==> src/rtl/icache_dm_if.sv <==
// rtl/icache_dm_if.sv - fetch-unit to icache lookup/fill/flush bundle
interface icache_dm_if #(
    parameter int CNT_W = 32
);
    logic [29:0]      icache_addr;
    logic             icache_hit;
    logic [31:0]      icache_rdata;
    logic             icache_wen;
    logic [31:0]      icache_wdata;
    logic             lookup_valid;
    logic             flush;
    logic             flush_busy;
    logic [CNT_W-1:0] hit_count;
    logic [CNT_W-1:0] miss_count;

    modport master (
        output icache_addr, icache_wen, icache_wdata, lookup_valid, flush,
        input  icache_hit, icache_rdata, flush_busy, hit_count, miss_count
    );

    modport slave (
        input  icache_addr, icache_wen, icache_wdata, lookup_valid, flush,
        output icache_hit, icache_rdata, flush_busy, hit_count, miss_count
    );
endinterface

==> src/rtl/icache_dm.sv <==
// rtl/icache_dm.sv - direct-mapped one-word-per-line icache with flush sweep and perf counters
module icache_dm #(
    parameter int INDEX_BITS = 4,
    parameter int CNT_W      = 32
) (
    input logic        clock,
    input logic        reset,
    icache_dm_if.slave bus
);
    localparam int SETS  = 1 << INDEX_BITS;
    localparam int TAG_W = 30 - INDEX_BITS;

    typedef enum logic {
        S_READY = 1'b0,
        S_FLUSH = 1'b1
    } state_t;

    state_t                r_state;
    logic [INDEX_BITS-1:0] r_cnt;
    logic [SETS-1:0]       r_valid;
    logic [TAG_W-1:0]      r_tag  [SETS];
    logic [31:0]           r_data [SETS];
    logic [CNT_W-1:0]      r_hit_count;
    logic [CNT_W-1:0]      r_miss_count;

    logic [INDEX_BITS-1:0] w_idx;
    logic [TAG_W-1:0]      w_tag;
    logic                  w_hit;
    logic                  w_fill;

    assign w_idx  = bus.icache_addr[INDEX_BITS-1:0];
    assign w_tag  = bus.icache_addr[29:INDEX_BITS];
    assign w_hit  = (r_state == S_READY) && r_valid[w_idx] && (r_tag[w_idx] == w_tag);
    // A flush request in the same cycle wins over a fill.
    assign w_fill = (r_state == S_READY) && bus.icache_wen && !bus.flush;

    always_ff @(posedge clock or negedge reset) begin
        if (!reset) begin
            r_state      <= S_READY;
            r_cnt        <= '0;
            r_valid      <= '0;
            r_hit_count  <= '0;
            r_miss_count <= '0;
        end else begin
            case (r_state)
                S_READY: begin
                    if (bus.flush) begin
                        r_state <= S_FLUSH;
                        r_cnt   <= '0;
                    end else if (bus.icache_wen) begin
                        r_valid[w_idx] <= 1'b1;
                    end
                end
                S_FLUSH: begin
                    r_valid[r_cnt] <= 1'b0;
                    r_cnt          <= r_cnt + 1'b1;
                    if (r_cnt == {INDEX_BITS{1'b1}}) begin
                        r_state <= S_READY;
                    end
                end
                default: r_state <= S_READY;
            endcase

            if (bus.lookup_valid) begin
                if (w_hit) begin
                    if (r_hit_count != {CNT_W{1'b1}}) begin
                        r_hit_count <= r_hit_count + CNT_W'(1);
                    end
                end else if (r_miss_count != {CNT_W{1'b1}}) begin
                    r_miss_count <= r_miss_count + CNT_W'(1);
                end
            end
        end
    end

    // Tag and data arrays carry no reset; valid bits alone qualify them.
    always_ff @(posedge clock) begin
        if (w_fill) begin
            r_tag[w_idx]  <= w_tag;
            r_data[w_idx] <= bus.icache_wdata;
        end
    end

    assign bus.icache_hit   = w_hit;
    assign bus.icache_rdata = r_data[w_idx];
    assign bus.flush_busy   = (r_state == S_FLUSH);
    assign bus.hit_count    = r_hit_count;
    assign bus.miss_count   = r_miss_count;
endmodule

==> src/flat_wrapper.sv <==
// flat-port wrapper written by rule: the top's interface ports become plain ports
module icache_dm_flat 
#(
    parameter int INDEX_BITS = 4,
    parameter int CNT_W      = 32
)
  (clock, reset, bus_icache_addr, bus_icache_wen, bus_icache_wdata, bus_lookup_valid, bus_flush, bus_icache_hit, bus_icache_rdata, bus_flush_busy, bus_hit_count, bus_miss_count);
  icache_dm_if #(.CNT_W(CNT_W)) bus_i ();
  input logic clock;
  input logic reset;
  input wire logic [$bits(bus_i.icache_addr)-1:0] bus_icache_addr;
  input wire logic [$bits(bus_i.icache_wen)-1:0] bus_icache_wen;
  input wire logic [$bits(bus_i.icache_wdata)-1:0] bus_icache_wdata;
  input wire logic [$bits(bus_i.lookup_valid)-1:0] bus_lookup_valid;
  input wire logic [$bits(bus_i.flush)-1:0] bus_flush;
  output wire logic [$bits(bus_i.icache_hit)-1:0] bus_icache_hit;
  output wire logic [$bits(bus_i.icache_rdata)-1:0] bus_icache_rdata;
  output wire logic [$bits(bus_i.flush_busy)-1:0] bus_flush_busy;
  output wire logic [$bits(bus_i.hit_count)-1:0] bus_hit_count;
  output wire logic [$bits(bus_i.miss_count)-1:0] bus_miss_count;
  assign bus_i.icache_addr = bus_icache_addr;
  assign bus_i.icache_wen = bus_icache_wen;
  assign bus_i.icache_wdata = bus_icache_wdata;
  assign bus_i.lookup_valid = bus_lookup_valid;
  assign bus_i.flush = bus_flush;
  assign bus_icache_hit = bus_i.icache_hit;
  assign bus_icache_rdata = bus_i.icache_rdata;
  assign bus_flush_busy = bus_i.flush_busy;
  assign bus_hit_count = bus_i.hit_count;
  assign bus_miss_count = bus_i.miss_count;
  icache_dm #(.INDEX_BITS(INDEX_BITS), .CNT_W(CNT_W)) u_core (.clock(clock), .reset(reset), .bus(bus_i));
endmodule
==> config.mk <==
export PLATFORM = sky130hd
export DESIGN_NAME = icache_dm_flat
export DESIGN_NICKNAME = d
export VERILOG_FILES = /design/src/rtl/icache_dm_if.sv /design/src/rtl/icache_dm.sv /design/src/flat_wrapper.sv
export SDC_FILE = /design/constraint.sdc
export NUM_CORES = 1
export LEC_CHECK = 0
export BUFFER_PORTS_ARGS = -buffer_cell sky130_fd_sc_hd__buf_4
export CAP_MARGIN = 20
export CORE_MARGIN = 1
export CORE_UTILIZATION = 40
export CTS_CLUSTER_DIAMETER = 60
export DETAILED_ROUTE_END_ITERATION = 7
export GPL_ROUTABILITY_DRIVEN = 0
export PLACE_DENSITY = 0.66
export SLEW_MARGIN = 20
export SYNTH_ARGS = -nofsm -noshare
export SYNTH_HDL_FRONTEND = slang
export SYNTH_SLANG_ARGS = --single-unit
export TNS_END_PERCENT = 20
==> constraint.sdc <==
create_clock -name clock -period 15.7 [get_ports clock]
set_input_delay 0.785 -clock clock [delete_from_list [all_inputs] [get_ports clock]]
set_output_delay 0.785 -clock clock [all_outputs]
set_load 0.05 [all_outputs]
==> results of run 1 <==
==> cell usage in the layout (no fill, tap or decap), types with 24 or more instances in the layout <==
cell	n
dfrtp_1	85
mux4_2	230
nor3_1	25
clkinv_1	24
mux2i_1	77
o21ai_0	24
edfxtp_1	928
nand2_1	55
clkbuf_16	103
buf_4	190
mux2_2	33
xor2_1	50
xnor2_1	38
==> worst paths after layout <==
kind | startpoint | end | slack, ns | cells past startpoint
setup / recovery | bus_icache_addr[1] | bus_icache_hit | 9.78 | 11
hold / removal | bus_flush | u_core.r_cnt[1]$_DFFE_PN0P_ | 0.34 | 2
setup reg to reg | u_core.bus.flush_busy$_DFF_PN0_ | u_core.r_tag[9][18]$_DFFE_PP_ | 12.15 | 5
hold reg to reg | u_core.bus.hit_count[12]$_DFFE_PN0P_ | u_core.bus.hit_count[12]$_DFFE_PN0P_ | 0.49 | 1
max in group asynchronous | reset | u_core.bus.miss_count[24]$_DFFE_PN0P_ | 14.33 | 3
min in group asynchronous | reset | u_core.bus.hit_count[3]$_DFFE_PN0P_ | 0.48 | 2
==> power by group through the flow <==
stage | Combinational (uW) | Sequential [uW] | Clock [uW]
after detailed placement | 410 | 3070 | 0
after global routing | 438 | 3020 | 2520
final | 407 | 3010 | 2370
after CTS | 412 | 3010 | 2420
after floorplan | 234 | 3090 | 0
after global placement | 400 | 3060 | 0
==> sequential cells by signal, indices dropped and copies added, names as in the netlist <==
name                   flops
u_core.r_data            512
u_core.r_tag             416
u_core.r_cnt               4
u_core.bus.flush_busy      1
u_core.bus.hit_count      32
u_core.bus.miss_count     32
u_core.r_valid            16
==> cell families after synthesis <==
| kind of cell | share of synthesized area (%) |
|---|---|
| xor gates and xnor gates | 1.94 |
| and+or+nand+nor | 3.17 |
| muxes | 15.9 |
| adders and majority gates | 0.189 |
| buffers and inverters | 1.24 |
| AOI/OAI and AO/OA | 2.25 |
| DFF | 75.3 |
==> routing by layer <==
metal  global-route usage, %  up-vias  wire (um)
li1                        -     8338          -
met5                       0        -        103
met1                    24.6    10431      37900
met2                    28.7      655      43700
met4                    4.13       16       1630
met3                    3.55      142       5490
==> through the flow <==
stage | setup WS (ns) | std cells
global route | 9.46 | 3496
floorplan | 8.56 | 1903
global placement | 9.54 | 3299
CTS | 9.52 | 3494
finish | 9.78 | 3496
detailed placement | 9.53 | 3300
==> repair_timing <==
action / CTS / global route
endpoints found under the hold margin: 2 / 0
hold buffers: 1 / 0
buffers inserted: 0 / 0
==> synthesized netlist by cell type (3+ instances only) <==
| cell type | number |
|---|---|
| nor2b_1 | 12 |
| and4_1 | 5 |
| nand2_1 | 55 |
| nand3_1 | 22 |
| clkbuf_1 | 22 |
| nor4_1 | 7 |
| and3_1 | 21 |
| nand2b_1 | 12 |
| buf_4 | 10 |
| and2_1 | 6 |
| a22oi_1 | 12 |
| nor2_1 | 34 |
| nand4_1 | 22 |
| o21ai_0 | 25 |
| mux2i_1 | 77 |
| a221oi_1 | 7 |
| a21oi_1 | 5 |
| dfrtp_1 | 85 |
| a211oi_1 | 9 |
| ha_1 | 6 |
| buf_2 | 21 |
| mux4_2 | 230 |
| a22o_1 | 3 |
| o22ai_1 | 19 |
| buf_1 | 25 |
| nor3_1 | 29 |
| buf_6 | 7 |
| edfxtp_1 | 928 |
| o2111ai_1 | 3 |
| xnor2_1 | 38 |
| inv_1 | 11 |
| o31ai_1 | 4 |
| o22a_1 | 8 |
| xor2_1 | 50 |
| mux2_2 | 33 |
==> layout make-up <==
class	count	area [um2]
diodes	1	2.50
clock buffers	126	2670
well taps	1287	1610
clock inverters	67	643
fillers	8042	52600
multi-input cells	793	9440
inverters	11	41.3
flip-flops and latches	1013	30000
repair buffers	198	1560
==> impl_metrics.json, run 1 <==
{
  "cts_buffers": 103,
  "p_sw_share_pct": 22.7,
  "post-route-period-util_pct": 37.7,
  "setup_tns_ns": 0,
  "grt_pass1_wl_mm": 133,
  "cp_cell_sequence": "clkbuf_8 -> buf_4 -> nand2_1 -> o22ai_1 -> a221oi_1 -> xor2_1 -> nor4_1 -> o21ai_1 -> nor4_4 -> buf_4 -> buf_4",
  "path_clk_slew_ns": 0.06,
  "syn_inst": 1903,
  "antenna_left": 0,
  "drive_gt1_share_pct": 28.8,
  "drc": 0,
  "peakVddDrop_mv": 0.0856,
  "whs_ns": 0.340,
  "wl_mm": 88.8,
  "grt_pass1_vias": 20292,
  "finClkSkew_ns": 0.0692,
  "hpwlAfterDp_mm": 47.1,
  "cts.sink_count": 1013,
  "syn-cell-area_um2": 39800,
  "first_iter_violations": 1825,
  "clockPowerShare_pct": 40.9,
  "cap_violations": 0,
  "cts_tree": "built",
  "finalPower_uw": 5790,
  "power_frac_seq_pct": 52.0,
  "p_int_uw": 4470,
  "ys.warnings.count": 0,
  "yosysSeqAreaShare_pct": 75.3,
  "crit_path_max_fanout": 66,
  "leakagePower_uw": 0.0154,
  "synth_cell_types": 64,
  "rows": 115,
  "crit_top_cell": "buf_4",
  "crit_required_ns": 14.91,
  "path_delay_family": "buffers and inverters",
  "yosys-top-cells-area": "edfxtp_1, mux4_2, dfrtp_1, mux2i_1, xor2_1",
  "clk_latency_ns": 0.70,
  "dieArea_um2": 101000,
  "slew_viol_final": 0,
  "period_needed_ns": 5.92,
  "crit_arrival_ns": 5.14,
  "fin_area_um2": 46000,
  "ys_ff_latch": 1013,
  "first_pass_iters": 5,
  "setup_violations": 0,
  "cts_max_level": 3,
  "syn_to_final_growth_pct": 15.4,
  "overflow": 0,
  "post_dp_cell_area_um2": 42600,
  "cts_resized": 0,
  "ios": 165,
  "synth-edff-count": 928,
  "cpMaxStageDelayCell": "buf_4",
  "wl_per_cell_um": 25.4,
  "synth_top_area_share_pct": 70.0,
  "grt_antenna_before_repair": 9,
  "port_buffers": 164,
  "syn_nets": 1976,
  "clock-root-buffer": "clkbuf_16",
  "critPathKind": "input pin to primary output",
  "avgSynthCellArea_um2": 20.9,
  "power_frac_comb_pct": 7.0,
  "vias_per_cell": 5.60,
  "synth_flop_cell": "edfxtp_1",
  "vias": 19582,
  "die_y_um": 317,
  "p_per_area_nw_per_um2": 126,
  "run_status": "completed",
  "core_area_um2": 98600,
  "grtUsageTotal_pct": 17.7,
  "grt_start_max_net_pins": 119,
  "startpoint_type": "input pin",
  "hold_path_class": "input pin to register",
  "postLayoutCoreUtil_pct": 46.6,
  "p_switching_uw": 1320,
  "start_util_pct": 40.4,
  "cpPeakStageDelay_ns": 0.86,
  "maxSlewHeadroom_pct": 28.1,
  "max_freq_mhz": 169,
  "worst-path-buf-inv": 4,
  "synth_top_area_cell": "edfxtp_1",
  "clock_path_buffers": 3,
  "cp-end-kind": "primary output",
  "die_width_um": 317,
  "hold_viol_final": 0,
  "synthArstFlopShare_pct": 8.39,
  "rsz0062_at_grt": "no",
  "worst_pin_slew_ns": 1.08,
  "nNetsFinal": 2193
}
Note: power is estimated with default switching activity, not from simulation.
==> run 2: changes to the inputs <==
clock period = 5.56 ns   (was 15.7 ns; I/O delays follow)
==> run 2 against run 1 <==
- power increased to 2.9 times the previous value
- core utilization up 0.94 points
- non-clock buffer count is 71 higher
- die area unchanged
- worst hold slack worse by 0.19 ns
- critical path type unchanged
- critical endpoint unchanged
==> impl_metrics.json, run 2 (synthesized netlist as in run 1, its figures left out) <==
{
  "run_status": "completed",
  "fin_area_um2": 46900,
  "crit_path_max_fanout": 90,
  "grt_pass1_wl_mm": 135,
  "period_needed_ns": 4.12,
  "peakVddDrop_mv": 0.283,
  "cts_resized": 0,
  "grt_start_max_net_pins": 91,
  "clk_latency_ns": 0.69,
  "setup_violations": 0,
  "nNetsFinal": 2265,
  "leakagePower_uw": 0.0158,
  "hold_path.startpoint": "bus_lookup_valid",
  "antenna_left": 0,
  "worst_pin_slew_ns": 1.10,
  "crit_arrival_ns": 3.84,
  "path_clk_slew_ns": 0.05,
  "whs_ns": 0.150,
  "hold_path_class": "input pin to register",
  "rr_startpoint": "u_core.r_tag[8][11]$_DFFE_PP_",
  "first_iter_violations": 1864,
  "cts.sink_count": 1013,
  "cts_max_level": 3,
  "clock_path_buffers": 3,
  "die_y_um": 317,
  "top_regs": "u_core.r_data: 512 flops, u_core.r_tag: 416 flops",
  "overflow": 0,
  "vias": 19886,
  "finClkSkew_ns": 0.0517,
  "startpoint_type": "input pin",
  "dp.cells": 3312,
  "critPathKind": "input pin to primary output",
  "start_util_pct": 40.4,
  "dieArea_um2": 101000,
  "first_pass_iters": 5,
  "rows": 115,
  "crit_required_ns": 5.28,
  "p_per_area_nw_per_um2": 354,
  "final_cell_mix": "edfxtp_1, mux4_2, buf_4",
  "cts_buffers": 104,
  "wl_mm": 89.3,
  "rsz0062_at_grt": "no",
  "cap_violations": 0,
  "hpwlAfterDp_mm": 48.5,
  "startpoint": "bus_icache_addr[0]",
  "core_area_um2": 98600,
  "maxSlewHeadroom_pct": 26.4,
  "grt_pass1_vias": 20610,
  "grt_antenna_before_repair": 4,
  "regMostFlops": "u_core.r_data",
  "hold_viol_final": 0,
  "port_buffers": 164,
  "syn_to_final_growth_pct": 17.8,
  "cp-end-kind": "primary output",
  "ios": 165,
  "post-route-period-util_pct": 74.1,
  "grtUsageTotal_pct": 17.8,
  "die_width_um": 317,
  "drive_gt1_share_pct": 28.9,
  "drc": 0,
  "mostFrequentLayoutCell": "edfxtp_1",
  "vias_per_cell": 5.57,
  "instances_no_fill": 3568,
  "post_dp_cell_area_um2": 42800,
  "wl_per_cell_um": 25.0,
  "max_freq_mhz": 243,
  "clock-root-buffer": "clkbuf_16",
  "largest_reg_flops": 512,
  "cts_tree": "built",
  "slew_viol_final": 0
}
-- run 2: cell types whose count changed in the layout (fill, tap and decap cells not counted), moves of 2 or more --
cell and delta:
buf_12 +13, buf_16 -2, bufinv_16 +2, clkbuf_1 -7, clkbuf_16 +4, clkinv_1 -5, clkinv_2 +7, clkinvlp_4 +3
dlygate4sd3_1 +60
-- run 2: final cells by class --
cell class | count | area [um2]
clock inverters | 71 | 676
well taps | 1287 | 1610
flip-flops and latches | 1013 | 30000
fillers | 8020 | 51700
clock buffers | 123 | 2750
repair buffers | 269 | 2370
diodes | 1 | 2.50
multi-input cells | 793 | 9440
inverters | 11 | 41.3
-- run 2: worst max-delay path, cell delays in order --
cell,delay (ns)
buf_8,0.62
buf_12,0.37
mux4_2,0.54
mux2i_1,0.15
mux2i_1,0.10
xor2_1,0.21
nor4_1,0.27
o21ai_1,0.22
nor4_4,0.30
buf_4,0.32
buf_4,0.26
-- run 2: path summary, 6_finish.rpt --
| kind | to | slack, ns | depth (start not counted) |
|---|---|---|---|
| worst max-delay path | bus_icache_hit | 1.44 | 11 |
| worst min-delay path | u_core.bus.miss_count[28]$_DFFE_PN0P_ | 0.15 | 4 |
| worst max register to register | u_core.bus.hit_count[1]$_DFFE_PN0P_ | 2.19 | 9 |
| worst min register to register | u_core.bus.hit_count[10]$_DFFE_PN0P_ | 0.49 | 1 |
| max in group asynchronous | u_core.bus.miss_count[26]$_DFFE_PN0P_ | 4.76 | 3 |
| min in group asynchronous | u_core.r_valid[8]$_DFFE_PN0P_ | 0.29 | 3 |
-- run 2: power by group --
group	switching (uW)	internal, uW	leakage [uW]
combinational	727	465	0.00460
clock	2920	3970	0.00168
sequential	90.7	8420	0.00950
-- run 2: metal layers --
metal	vias up	part of all wire, %	GRT usage, %
met3	152	6.1	2.95
met1	10517	43	25.3
met2	719	48	28.6
met4	6	2.3	4.98
met5	-	0.039	0
li1	8492	-	-
-- run 2: per-stage QoR --
step	setup TNS [ns]	power [uW]	utilization, %	setup slack [ns]
after floorplan	-79.81	9390	-	-0.886
after global placement	0	9790	43.5	1.44
after detailed placement	0	9830	43.5	1.38
after CTS	0	16700	47.6	1.40
after global routing	0	17100	47.6	1.18
final	0	16600	47.6	1.44
-- run 2: timing repair --
item                       4_1_cts  5_1_grt
hold endpoints to repair      1017        0
setup endpoints to repair        0        0
buffers inserted                 0        0
hold buffers                    61        0
==> run 3: changes to the inputs <==
PLACE_DENSITY = 0.68   (was 0.66)
clock period = 3.65 ns   (was 5.56 ns; I/O delays follow)
==> run 3 against run 2 <==
- sequential cell count unchanged
- non-clock buffer count grew 44
- clock power grew 51%
- largest cell class unchanged
==> impl_metrics.json, run 3 (synthesized netlist as in run 1, its figures left out) <==
{
  "run_status": "completed",
  "leakagePower_uw": 0.0160,
  "start_util_pct": 40.4,
  "syn_to_final_growth_pct": 19.0,
  "die_y_um": 317,
  "drive_gt1_share_pct": 30.2,
  "first_pass_iters": 5,
  "vias_per_cell": 5.56,
  "die_width_um": 317,
  "worst_pin_slew_ns": 0.785,
  "crit_arrival_ns": 3.34,
  "port_buffers": 164,
  "crit_path_max_fanout": 2,
  "cts_tree": "built",
  "peakVddDrop_mv": 0.483,
  "p_per_area_nw_per_um2": 532,
  "rows": 115,
  "max_freq_mhz": 284,
  "grt_start_max_net_pins": 86,
  "cts_max_level": 3,
  "hpwlAfterDp_mm": 50.6,
  "slew_viol_final": 0,
  "fin_area_um2": 47400,
  "fill_cells": 7879,
  "nNetsFinal": 2306,
  "wl_per_cell_um": 25.0,
  "drc": 0,
  "path_clk_slew_ns": 0.06,
  "cts_buffers": 101,
  "wl_mm": 90.2,
  "clock-root-buffer": "clkbuf_16",
  "vias": 20069,
  "critPathKind": "register to primary output",
  "maxSlewHeadroom_pct": 47.7,
  "hold_path_class": "input pin to register",
  "regMostFlops": "u_core.r_data",
  "grt_pass1_wl_mm": 135,
  "cp-end-kind": "primary output",
  "dieArea_um2": 101000,
  "period_needed_ns": 3.52,
  "setup_violations": 0,
  "antenna_left": 0,
  "cts.sink_count": 1013,
  "startpoint_type": "register",
  "first_iter_violations": 1914,
  "crit_required_ns": 3.47,
  "postLayoutCoreUtil_pct": 48.1,
  "hold_viol_final": 0,
  "largest_reg_flops": 512,
  "core_area_um2": 98600,
  "dp.cells": 3353,
  "ios": 165,
  "final_cell_mix": "edfxtp_1, mux4_2, buf_4",
  "cap_violations": 0,
  "instances_no_fill": 3609,
  "post_dp_cell_area_um2": 43300,
  "post-route-period-util_pct": 96.6,
  "top_regs": "u_core.r_data: 512 flops, u_core.r_tag: 416 flops",
  "grt_pass1_vias": 20817,
  "grt_antenna_before_repair": 7,
  "finClkSkew_ns": 0.0526,
  "mostFrequentLayoutCell": "edfxtp_1",
  "finalPower_uw": 25200,
  "grtUsageTotal_pct": 17.9,
  "clock_path_buffers": 3,
  "overflow": 0,
  "clk_latency_ns": 0.69
}
[run 3: worst paths after layout]
kind                                                            start  slack, ns                               endpoint  cells past startpoint
worst min register to register  u_core.bus.miss_count[16]$_DFFE_PN0P_       0.49  u_core.bus.miss_count[16]$_DFFE_PN0P_                      1
min in group asynchronous                                       reset       0.16    u_core.bus.hit_count[8]$_DFFE_PN0P_                      2
worst min-delay path                               bus_icache_addr[3]       0.15          u_core.r_tag[0][10]$_DFFE_PP_                      2
worst max-delay path                    u_core.r_tag[10][1]$_DFFE_PP_       0.13                         bus_icache_hit                      9
worst max register to register          u_core.r_tag[10][1]$_DFFE_PP_       0.35    u_core.bus.hit_count[1]$_DFFE_PN0P_                     10
max in group asynchronous                                       reset       2.96  u_core.bus.miss_count[16]$_DFFE_PN0P_                      2
[run 3: critical path: stages (launching register included)]
cell	delay, ns
edfxtp_1	0.39
mux4_2	0.49
and2_1	0.21
a2111oi_4	0.38
a31oi_4	0.10
nor4_4	0.33
o22ai_2	0.18
nor4_4	0.30
buf_12	0.15
buf_6	0.14
[run 3: what timing repair did]
| action | in CTS | in global routing |
|---|---|---|
| pin swaps | 4 | 5 |
| setup buffers | 2 | 1 |
| endpoints found under the setup margin | 1 | 1 |
| hold buffers | 61 | 0 |
| resized for setup | 7 | 5 |
| endpoints found under the hold margin | 1022 | 0 |
[run 3: layout make-up]
class                   count  area (um2)  area share, %
multi-input cells         793        9530           20.1
clock buffers             125        2690           5.68
well taps                1287        1610           3.40
repair buffers            313        2850           6.02
inverters                  11        41.3         0.0871
diodes                      1        2.50        0.00528
clock inverters            66         669           1.41
flip-flops and latches   1013       30000           63.3
[run 3: routing by layer]
layer / track usage, % / wire length, um / vias to the layer above / part of all wire [%]
met3: 2.94 / 5510 / 154 / 6.1
met1: 25.2 / 38700 / 10569 / 43
met4: 5.43 / 2280 / 10 / 2.5
met2: 28.7 / 43600 / 773 / 48
met5: 0 / 68 / - / 0.075
li1: - / - / 8563 / -
[run 3: stage by stage]
step                TNS, ns  setup WS [ns]  hold WS [ns]
floorplan           -169.66         -0.493        -0.113
global placement     -0.140        -0.0661         0.378
detailed placement    -2.83         -0.152         0.390
CTS                       0       0.000365         0.117
global route        -0.0166        -0.0166         0.146
finish                    0          0.126         0.145
[run 3: power breakdown]
part	switching (uW)	internal, uW	total (uW)
Sequential	139	12800	13000
Clock	4440	5930	10400
Combinational	1140	738	1880
